<file path="src/rtl/tff_count_sequencer_pkg.sv">
// Shared definitions for the T-FF count sequencer: FSM state encoding and
// count-direction constants.
package tff_count_sequencer_pkg;

  typedef enum logic [1:0] {
    IDLE = 2'd0,
    LOAD = 2'd1,
    RUN  = 2'd2,
    DONE = 2'd3
  } state_t;

  localparam logic DIR_UP   = 1'b1;
  localparam logic DIR_DOWN = 1'b0;

endpackage

</file>
<file path="src/rtl/tff_count_sequencer_tff_bit.sv">
// Single toggle flip-flop cell; the sequencer's bank is built from these.
module tff_bit (
  input  logic clk,
  input  logic reset,
  input  logic t,
  output logic q
);

  always_ff @(posedge clk or negedge reset) begin
    if (!reset)
      q <= 1'b0;
    else if (t)
      q <= ~q;
  end

endmodule

</file>
<file path="src/rtl/tff_count_sequencer.sv">
// Sequencer that turns a bank of T flip-flops into a loadable up/down counter
// with a programmable terminal value and a start/busy/done handshake.
module tff_count_sequencer
  import tff_count_sequencer_pkg::*;
#(
  parameter int WIDTH = 4
) (
  input  logic             clk,
  input  logic             reset,
  input  logic             start,
  input  logic             dir,
  input  logic [WIDTH-1:0] init_val,
  input  logic [WIDTH-1:0] limit,
  input  logic             stop,
  output logic             busy,
  output logic             done,
  output logic [WIDTH-1:0] count,
  output logic [WIDTH-1:0] t_vec
);

  state_t           state;
  state_t           next_state;
  logic             dir_q;
  logic [WIDTH-1:0] init_q;
  logic [WIDTH-1:0] limit_q;
  logic [WIDTH-1:0] up_vec;
  logic [WIDTH-1:0] dn_vec;

  // Run parameters are captured only when a start is accepted in IDLE.
  always_ff @(posedge clk or negedge reset) begin
    if (!reset) begin
      state   <= IDLE;
      dir_q   <= DIR_DOWN;
      init_q  <= '0;
      limit_q <= '0;
    end else begin
      state <= next_state;
      if (state == IDLE && start) begin
        dir_q   <= dir;
        init_q  <= init_val;
        limit_q <= limit;
      end
    end
  end

  // A bit toggles when every lower bit is about to carry (up) or borrow (down).
  assign up_vec[0] = 1'b1;
  assign dn_vec[0] = 1'b1;
  for (genvar i = 1; i < WIDTH; i++) begin : g_carry
    assign up_vec[i] = &count[i-1:0];
    assign dn_vec[i] = &(~count[i-1:0]);
  end

  always_comb begin
    next_state = state;
    t_vec      = '0;
    busy       = 1'b0;
    done       = 1'b0;
    case (state)
      IDLE: begin
        if (start)
          next_state = LOAD;
      end
      LOAD: begin
        busy = 1'b1;
        if (stop) begin
          next_state = IDLE;
        end else begin
          t_vec      = count ^ init_q;
          next_state = RUN;
        end
      end
      RUN: begin
        busy = 1'b1;
        // Stop outranks a limit match so an aborted run never pulses done.
        if (stop)
          next_state = IDLE;
        else if (count == limit_q)
          next_state = DONE;
        else
          t_vec = (dir_q == DIR_UP) ? up_vec : dn_vec;
      end
      DONE: begin
        done       = 1'b1;
        next_state = IDLE;
      end
      default: next_state = IDLE;
    endcase
  end

  for (genvar b = 0; b < WIDTH; b++) begin : g_bank
    tff_bit u_bit (
      .clk   (clk),
      .reset (reset),
      .t     (t_vec[b]),
      .q     (count[b])
    );
  end

endmodule

</file>
<file path="config.mk">
export PLATFORM = sky130hd
export DESIGN_NAME = tff_count_sequencer
export DESIGN_NICKNAME = d
export VERILOG_FILES = /design/src/rtl/tff_count_sequencer_pkg.sv /design/src/rtl/tff_count_sequencer_tff_bit.sv /design/src/rtl/tff_count_sequencer.sv
export SDC_FILE = /design/constraint.sdc
export NUM_CORES = 1
export LEC_CHECK = 0
export ABC_AREA = 1
export ABC_CLOCK_PERIOD_IN_PS = 1600
export BUFFER_PORTS_ARGS = -buffer_cell sky130_fd_sc_hd__buf_2
export CAP_MARGIN = 20
export CORE_MARGIN = 5
export CORE_UTILIZATION = 45
export CTS_CLUSTER_SIZE = 16
export DETAILED_ROUTE_END_ITERATION = 6
export GPL_ROUTABILITY_DRIVEN = 0
export PLACE_DENSITY = 0.66
export SLEW_MARGIN = 15
export SYNTH_ARGS = -nofsm -noshare
export SYNTH_HDL_FRONTEND = slang
export SYNTH_SLANG_ARGS = --single-unit
</file>
<file path="constraint.sdc">
create_clock -name clk -period 1.6 [get_ports clk]
set_clock_uncertainty 0.05 [all_clocks]
set_input_delay 0.16 -clock clk [delete_from_list [all_inputs] [get_ports clk]]
set_output_delay 0.16 -clock clk [all_outputs]
set_load 0.01 [all_outputs]
</file>
; Word-level counts from Yosys, hierarchy flattened
; Index checks and enable logic that the tools add are counted.
[classes]
n_eq_ne = 6
n_mux = 12
bitwise = 7
n_reduce_logical = 8
[ops]
columns = operator, count
row1 = $mux 4, 4
row2 = $mux 2, 4
row3 = $pmux 2 s4, 1
row4 = $pmux 4 s2, 1
row5 = $reduce_and 2->1, 3
row6 = $reduce_and 3->1, 2
row7 = $eq 2x2->1 const B, 2
row8 = $eq 4x4->1, 1
row9 = $not 1->1, 4
row10 = $xor 4x4->4, 1
row11 = $ne 3x3->1 const B, 1
row12 = $not 3->3, 1
row13 = $eq 2x1->1 const B, 1
row14 = $logic_not 2->1, 1
row15 = $mux 1, 2
row16 = $ne 2x2->1 const B, 1
row17 = $not 2->2, 1
row18 = $reduce_or 2->1, 1
row19 = $logic_and 1x1->1, 1
[totals]
ff_bits = 15
in_bits = 13
out_inout_bits = 10
wordCells = 41

; Longest topological paths before layout
; Gate-level depths: netlist (run 1).
[logic_depth]
word_depth = 6
depth_mapped = 12
mapped_depth_nobuf = 11

; Hierarchy
; From an unflattened synthesis (run 1), not the netlist that was laid out.
[unflattened]
hier_cells = 128
area_unflattened_um2 = 929.6
[modules_own_cells]
columns = mod, instances, cells_per_inst, area_per_inst_um2, seq_area_each_um2
row1 = tff_count_sequencer, 1, 104, 754.5, 275.3
row2 = tff_bit, 4, 6, 43.8, 25.0

; Worst setup path after synthesis (run 1)
; Ideal clock, no wire load.
[synth_path]
kind = reg-to-output
start = register state[1]
end = output t_vec[2]
arrival_ns = 1.331
t_required_ns = 1.390
slack_ns = 0.059
path_stages_with_launch = 11
n_path_buf = 1
path_cell_list = dfrtp_1 > inv_1 > ha_1 > inv_1 > nor2_2 > a21boi_0 > o21ai_0 > nand2_1 > nand2_1 > inv_1 > buf_4
[synth_via]
elab_chain_cells = 2
word_cells_on_any_way = 3
classes_between = eq/ne: 2 / mux: 1
[synth_rtl]
columns = item, line
row1 = start: declaration, tff_count_sequencer.sv:21  ; state_t state;
row2 = start signal: assignment, tff_count_sequencer.sv:37  ; state <= next_state;
row3 = $eq 2x2->1 / $eq 2x1->1 (equally long branches), tff_count_sequencer.sv:59  ; case (state)
row4 = $pmux 4 s2 (*), tff_count_sequencer.sv:59
row5 = end: declaration, tff_count_sequencer.sv:18  ; output logic [WIDTH-1:0] t_vec
; Mark *: on every way between the ends. The rest lies on a longest branch, timed or not.

; Final worst setup path (run 1)
[layout_path]
start = register state[1]
end = output t_vec[3]
; Same word-level chain as after synthesis.

==> results of run 1 <==
cell families (layout without fill, tap and decap cells):
group                      count (synthesis)  in the layout  share of synthesized area (%)
and+or+nand+nor                           63             63                           28.4
DFF                                       15             15                           37.6
buffers and inverters                     28             63                           14.5
adders and majority gates                  5              5                           6.27
AOI/OAI and AO/OA                         12             12                           6.89
muxes                                      4              4                           4.51
xor gates and xnor gates                   2              2                           1.75
path summary, 6_finish.rpt:
kind	startpoint	to	cells after the start
worst max-delay path	state[1]	t_vec[3]	10
worst min-delay path	init_val[3]	init_q[3]	2
worst max register to register	state[0]	g_bank[2].u_bit.q	12
worst min register to register	init_q[3]	init_q[3]	1
max in group asynchronous	reset	g_bank[1].u_bit.q	2
min in group asynchronous	reset	init_q[1]	2
area by class of cell:
type,instances,area share (%)
Multi-Input combinational cell,86,41.7
Sequential cell,15,28.5
Timing Repair Buffer,41,19.6
Inverter,18,5.44
Tap cell,28,2.63
Clock buffer,3,1.69
Clock inverter,1,0.375
what timing repair did:
action                                  CTS  global route
setup buffers                            11             5
endpoints found under the hold margin    15             0
gates resized for setup                  17            10
hold buffers                              1             0
pin swaps                                 7            10
cloned                                    0             0
endpoints found under the setup margin    5             6
metal layers:
metal  global-route usage (%)  routed length, um
met1                     15.7                970
met2                     24.8               1200
met3                     2.49                 95
met4                     5.96                 23
met5                        0                  0
power by group:
part | internal [W] | switching [W] | total (W)
registers | 0.000570 | 0.000209 | 0.000779
logic | 0.000652 | 0.000722 | 0.00137
clock network | 0.0000931 | 0.000135 | 0.000228
stage by stage:
step                cells  power (W)
global route          192    0.00258
global placement      171    0.00176
finish                192    0.00238
detailed placement    171    0.00179
floorplan             129    0.00162
CTS                   187    0.00221
state kept, by name, indices dropped and copies added (netlist names):
name and flops:
g_bank.u_bit.q 4, dir_q 1, state 2, init_q 4, limit_q 4
cells in the mapped netlist:
master / number
nor2_1: 6
dfrtp_1: 15
o21ai_2: 1
nor2_4: 1
xor2_1: 1
inv_4: 1
nand2_2: 6
o21bai_1: 1
or2_1: 2
inv_2: 3
ha_1: 5
nand3_1: 10
xnor2_1: 1
a21boi_0: 1
clkbuf_1: 1
o21ai_0: 1
nor2_2: 3
nand2_1: 35
o21ai_1: 2
buf_6: 1
a21oi_1: 6
mux2_2: 4
buf_4: 8
inv_1: 14
critical path: stages, from the launching register on:
cell and delay, ps:
dfrtp_1 410, inv_2 90, ha_4 120, inv_2 40
nor2_4 90, buf_4 130, nand3_1 110, nand2_2 100
nand2_1 60, inv_1 50, buf_2 110
==> results.md, run 1 <==
- Counting the buffers created by CTS gives 3.
- The area added between synthesis and finish is 33.6%.
- In this run the tool buffered the top-level ports with 22 buffer cells.
- Summed over all cells, the static leakage comes to roughly 0.7 nW.
- The proportion of netlist area held by the largest area contributor is 37.6%.
- The multi-input combinational cells in the finished layout cover a total of 557 um2.
- The final worst-path cycle share is 114%.
- CTS built an H-tree with a depth of 1.
- The first detailed-routing pass took 3 iterations.
- The I/O pin total is 23.
- The critical path arrival is ~1600 ps.
- Setup repair after global routing could not meet its margin everywhere.
- Across the whole layout, storage elements account for ~380 um2.
- After detailed placement, the total cell area comes to about 1100 um2.
- The number of synthesis warnings is 0.
- The post-route minimum period is 1820 ps.
- The largest total area in the synthesized netlist belongs to dfrtp_1.
- The synthesized instance count is ~130.
- Leaving out fill and tap cells, the most frequent cells in the layout are nand2_1, buf_2, buf_4.
- For this design, the sink count on the clock tree is 15.
- The share of the Yosys chip area taken by registers is approximately 38%.
- The headroom to the max-slew limit is 76.5%.
- After floorplanning, the core was sized to cover 2170 um2.
- Max-cap violations in this run came to 0.
- The max-slew violation count came to 0.
- The leftover overflow at the end of global routing is 0.
- Entering global routing, the biggest net connects 16 pins.
- The highest achievable clock rate is 548 MHz.
- After routing, the total negative slack on setup checks comes to -1010 ps.
- At the pin with the least slew margin, the transition time is 353 ps.
- The worst setup path is captured at an output port.
- The maximum count of clock buffers along a single path is 2.
- At the later pin of the worst-skew pair, clock insertion delay measures 290 ps.
- The path class of the tightest hold or removal check is in2reg.
- Prior to clock tree synthesis, the placed netlist has a worst setup slack of 11.8 ps.
- Leaving out fill and tap cells, the most frequent cell in the layout is nand2_1.
- The number of nets in the synthesized netlist is between 100 and 150.
- The root buffer cell chosen for the clock tree is clkbuf_4.
- The post-synth design cell area is 998 um2.
- The data required time of the critical path is 1390 ps.
- The count of nets after finishing is 183.
- The worst-case IR drop observed on VDD is 0.815 mV.
- Summed over all nets, the half-perimeter wirelength after detailed placement is 1510 um.
- The floorplan row count is 17.
- The startpoint type of the worst setup path is a flip-flop.
- After detailed routing, the total wire length is ~2300 um.
- The initial DRC count is 13.
- The global-route usage over all layers is a little over an eighth.
- 0 antenna diodes ended up in the layout.
- In the final routed layout, each cell accounts on average for 11.9 um.
- The via count is 884.
- In this run, synthesis produced a sequential element count of 15.
- In this run the mean area of a mapped cell was 7.74 um2.
- The register-to-register setup slack is -170 ps.
- The utilization after layout is between 60 and 70%.
- The initial antenna violation count is 0.
- After clock tree synthesis, the clock-pin slew on the worst setup and hold paths is approximately 90 ps.
- The count of nets left with antenna violations once routing finished came out at 0.
- The initial utilization of the core area, before any placement, comes to 46.0%.
- Hold is met by a little over 40 ps.
- The total setup violations reported at the end of the flow is 6.
- The flow ran to the end, but the final reports show violations.
- The die extent in y is 57.1 um.
- The total count of hold-check failures in the final report is 0.
- The via count of the first global-routing pass is around 860.
- After detailed routing, the number of remaining DRC violations is 0.
- The wire length of the first global-routing pass is 3510 um.
- In the final layout, the share of cells above drive strength 1 is 48.8%.
- Power spread over the standard cell area amounts to between 1500 and 2000 nW/um2.
- The area enclosed by the die boundary is 3260 um2.
- Of all nets on the critical path, the largest fanout is 4.
- The die is 57.1 um wide.
- The detail-routed via count per cell is 4.60.
- The distinct cell type count after synthesis is 24.
- After routing the design area is 1330 um2.
- TritonCTS built the clock tree.
- The layout has 208 filler cells.
- By area the synthesized netlist is led by dfrtp_1, nand2_1, ha_1.
- The setup path with the least slack is of type reg2out.
- Setup slack on the critical path of the routed design comes to -225 ps.
- The final reports fail on negative setup slack.
Note: power is estimated with default switching activity, not from simulation.
==> run 2: changes to the inputs <==
Settings changed: RECOVER_POWER set to 25.
==> run 2 against run 1 <==
The run still ends with negative setup slack left. Cell count is the same. Global-route usage is the same. Sequential power hardly changed. Wire length stayed put. Worst setup slack unchanged. Sequential share of layout area barely moved. Total power about the same. Register-to-register slack about the same. Utilization down 0.058 points. Hold slack stayed put. Via count is the same. Combinational power about the same. Largest power group unchanged. Highest routed layer unchanged.
==> results.md, run 2 (synthesized netlist as in run 1, its figures left out) <==
- The run finished, with violations left.
- The final reports fail on negative setup slack.
- The core footprint is between 2000 and 2500 um2.
- After routing the design area is 1330 um2.
- The count of non-filler cells in the finished layout is 192.
- The final worst-path cycle share is 114%.
- The maximum VDD drop is 0.815 mV.
- TritonCTS built the clock tree.
- The count of nets after finishing is about 180.
- The via count is 884.
- After the first detailed-routing iteration, the DRC count stood at 13.
- The power density over cell area is 1790 nW/um2.
- The die covers 3260 um2.
- Clock tree synthesis found a total of 15 sinks.
- Using the TritonRoute via totals, the vias-per-cell ratio works out to 4.60.
- In this run the clock root is driven by a clkbuf_4.
- The wire length of the first global-routing pass is 3510 um.
- The worst hold slack is between 40 and 50 ps.
- The floorplan has 17 rows.
- Summed over all cells, the static leakage comes to 0.718 nW.
- Across every metal layer, demand over resource in global routing totals 13.7%.
- The met3 demand-to-capacity share in global routing is about 2.5%.
- For the pin with the worst max-slew slack, the measured transition is 846 ps.
- The max-slew violation count is 0.
- The total power is 0.00238 W.
- Leaving out fill and tap cells, the most frequent cell in the layout is nand2_1.
- The number of violations of the max-capacitance limit is 0.
- The worst hold path belongs to the class in2reg.
- The total iterations of the first detailed-routing run is 3.
- In the final layout, flip-flops and latches occupy between 300 and 400 um2.
- The maximum number of pins on one net before global-route repair is 16.
- For this run, design rule violations remaining after detail routing come to 0.
- TritonCTS created 3 clock buffers.
- In the final layout, the share of cells above drive strength 1 is 48.2%.
- STA classifies the critical path endpoint as an output port.
- The routing usage on met1 is 15.7%.
- The fraction of met2 tracks used by global routing is 24.8%.
- The total count of hold-check failures in the final report was 0.
- The die extent in y is 57.1 um.
- The area growth from synthesis to layout is 33.5%.
- In the layout the commonest cells are nand2_1, buf_2, buf_4.
- 0 antenna diodes ended up in the layout.
- Dividing the detail-routed wire length by the instance count gives 11.9 um.
- The detailed-placement wirelength estimate is 1510 um.
- The count of nets left with antenna violations once routing finished came out at 0.
- The post-route minimum period is 1820 ps.
- The most utilized layer in the global route result is met2.
- The highest achievable clock rate is between 500 and 600 MHz.
- The total area of multi-input combinational cells is 557 um2.
- The headroom to the max-slew limit is 43.6%.
- For this configuration, the core starts out at a cell density of 46.0%.
- The count of H-tree levels built during CTS is 1.
- Setup violations remaining at the end of the flow were counted as 6.
- The maximum count of clock buffers along a single path is 2.
- The final routed wirelength across all metal layers is 2290 um.
- The leftover overflow at the end of global routing is 0.
- STA classifies the critical path startpoint as a flip-flop.
- Setup repair after global routing could not meet its margin everywhere.
- The critical setup path kind is reg2out.
- The instance count after placement with tap cells included is roughly 170.
- The initial antenna violation count is 0.
- Input and output buffers added on the ports amount to 22.
- The filler cell count is 209.
- Measured along the x axis, the die boundary spans about 57 um.
- The source-to-sink clock delay at the later pin of the worst-skew pair is 290 ps.
- The I/O pin total is 23.
- The instance area at placement is 1080 um2.
- Clock-pin slew was measured on the worst setup and hold paths at ~90 ps.
- The critical path arrival is approximately 1600 ps.
- The via count of the first global-routing pass is ~860.
- The largest registers in the layout are g_bank.u_bit.q x4, init_q x4, limit_q x4.
- The data required time of the critical path is 1390 ps.
- OpenSTA, run right after detailed placement, puts the worst setup slack at 11.8 ps.
- The critical-path maximum fanout is 4.
- After layout, the worst setup slack is -225 ps.
-- run 2: cell types whose count changed in the layout (fill, tap and decap cells not counted), sizes merged --
cell	before	now
buf	40	39
clkbuf	3	4
-- run 2: through the flow --
step	utilization, %	TNS (ps)
floorplan	-	0
global placement	49.9	0
detailed placement	49.9	0
CTS	57.5	-916
global route	61.4	-1740
finish	61.4	-1010
-- run 2: worst max-delay path, stage by stage, from the launching register on --
cell and delay [ps]:
dfrtp_1 410, inv_2 90, ha_4 120, inv_2 40
nor2_4 90, buf_4 130, nand3_1 110, nand2_2 100
nand2_1 60, inv_1 50, buf_2 110
-- run 2: power by group --
part	internal (W)	switching (W)
clock	0.0000931	0.000135
sequential	0.000569	0.000209
combinational	0.000652	0.000722
total	0.00131	0.00107
-- run 2: layout make-up --
| class | count | share of cell area, % |
|---|---|---|
| multi-input cells | 86 | 41.8 |
| flip-flops and latches | 15 | 28.5 |
| repair buffers | 41 | 19.5 |
| inverters | 18 | 5.45 |
| well taps | 28 | 2.63 |
| clock buffers | 3 | 1.69 |
| clock inverters | 1 | 0.376 |
-- run 2: metal layers --
layer	up-vias	share of wire, %
li1	462	-
met1	400	42
met2	20	52
met3	2	4.1
met4	0	1.0
met5	-	0
-- run 2: worst paths after layout --
path                        startpoint                end  slack [ps]  cells past startpoint
hold / removal             init_val[3]          init_q[3]          40                      2
setup reg to reg              state[0]  g_bank[2].u_bit.q        -170                     12
setup / recovery              state[1]           t_vec[3]        -220                     10
min in group asynchronous        reset          init_q[1]         430                      2
max in group asynchronous        reset  g_bank[1].u_bit.q         500                      2
hold reg to reg              init_q[3]          init_q[3]         490                      1
-- run 2: timing repair --
action / in CTS / in global routing
hold buffers: 1 / 0
buffers inserted: 11 / 5
pin swaps: 7 / 10
gates cloned: 0 / 0
resized for setup: 17 / 10
endpoints found under the hold margin: 15 / 0
endpoints found under the setup margin: 5 / 6
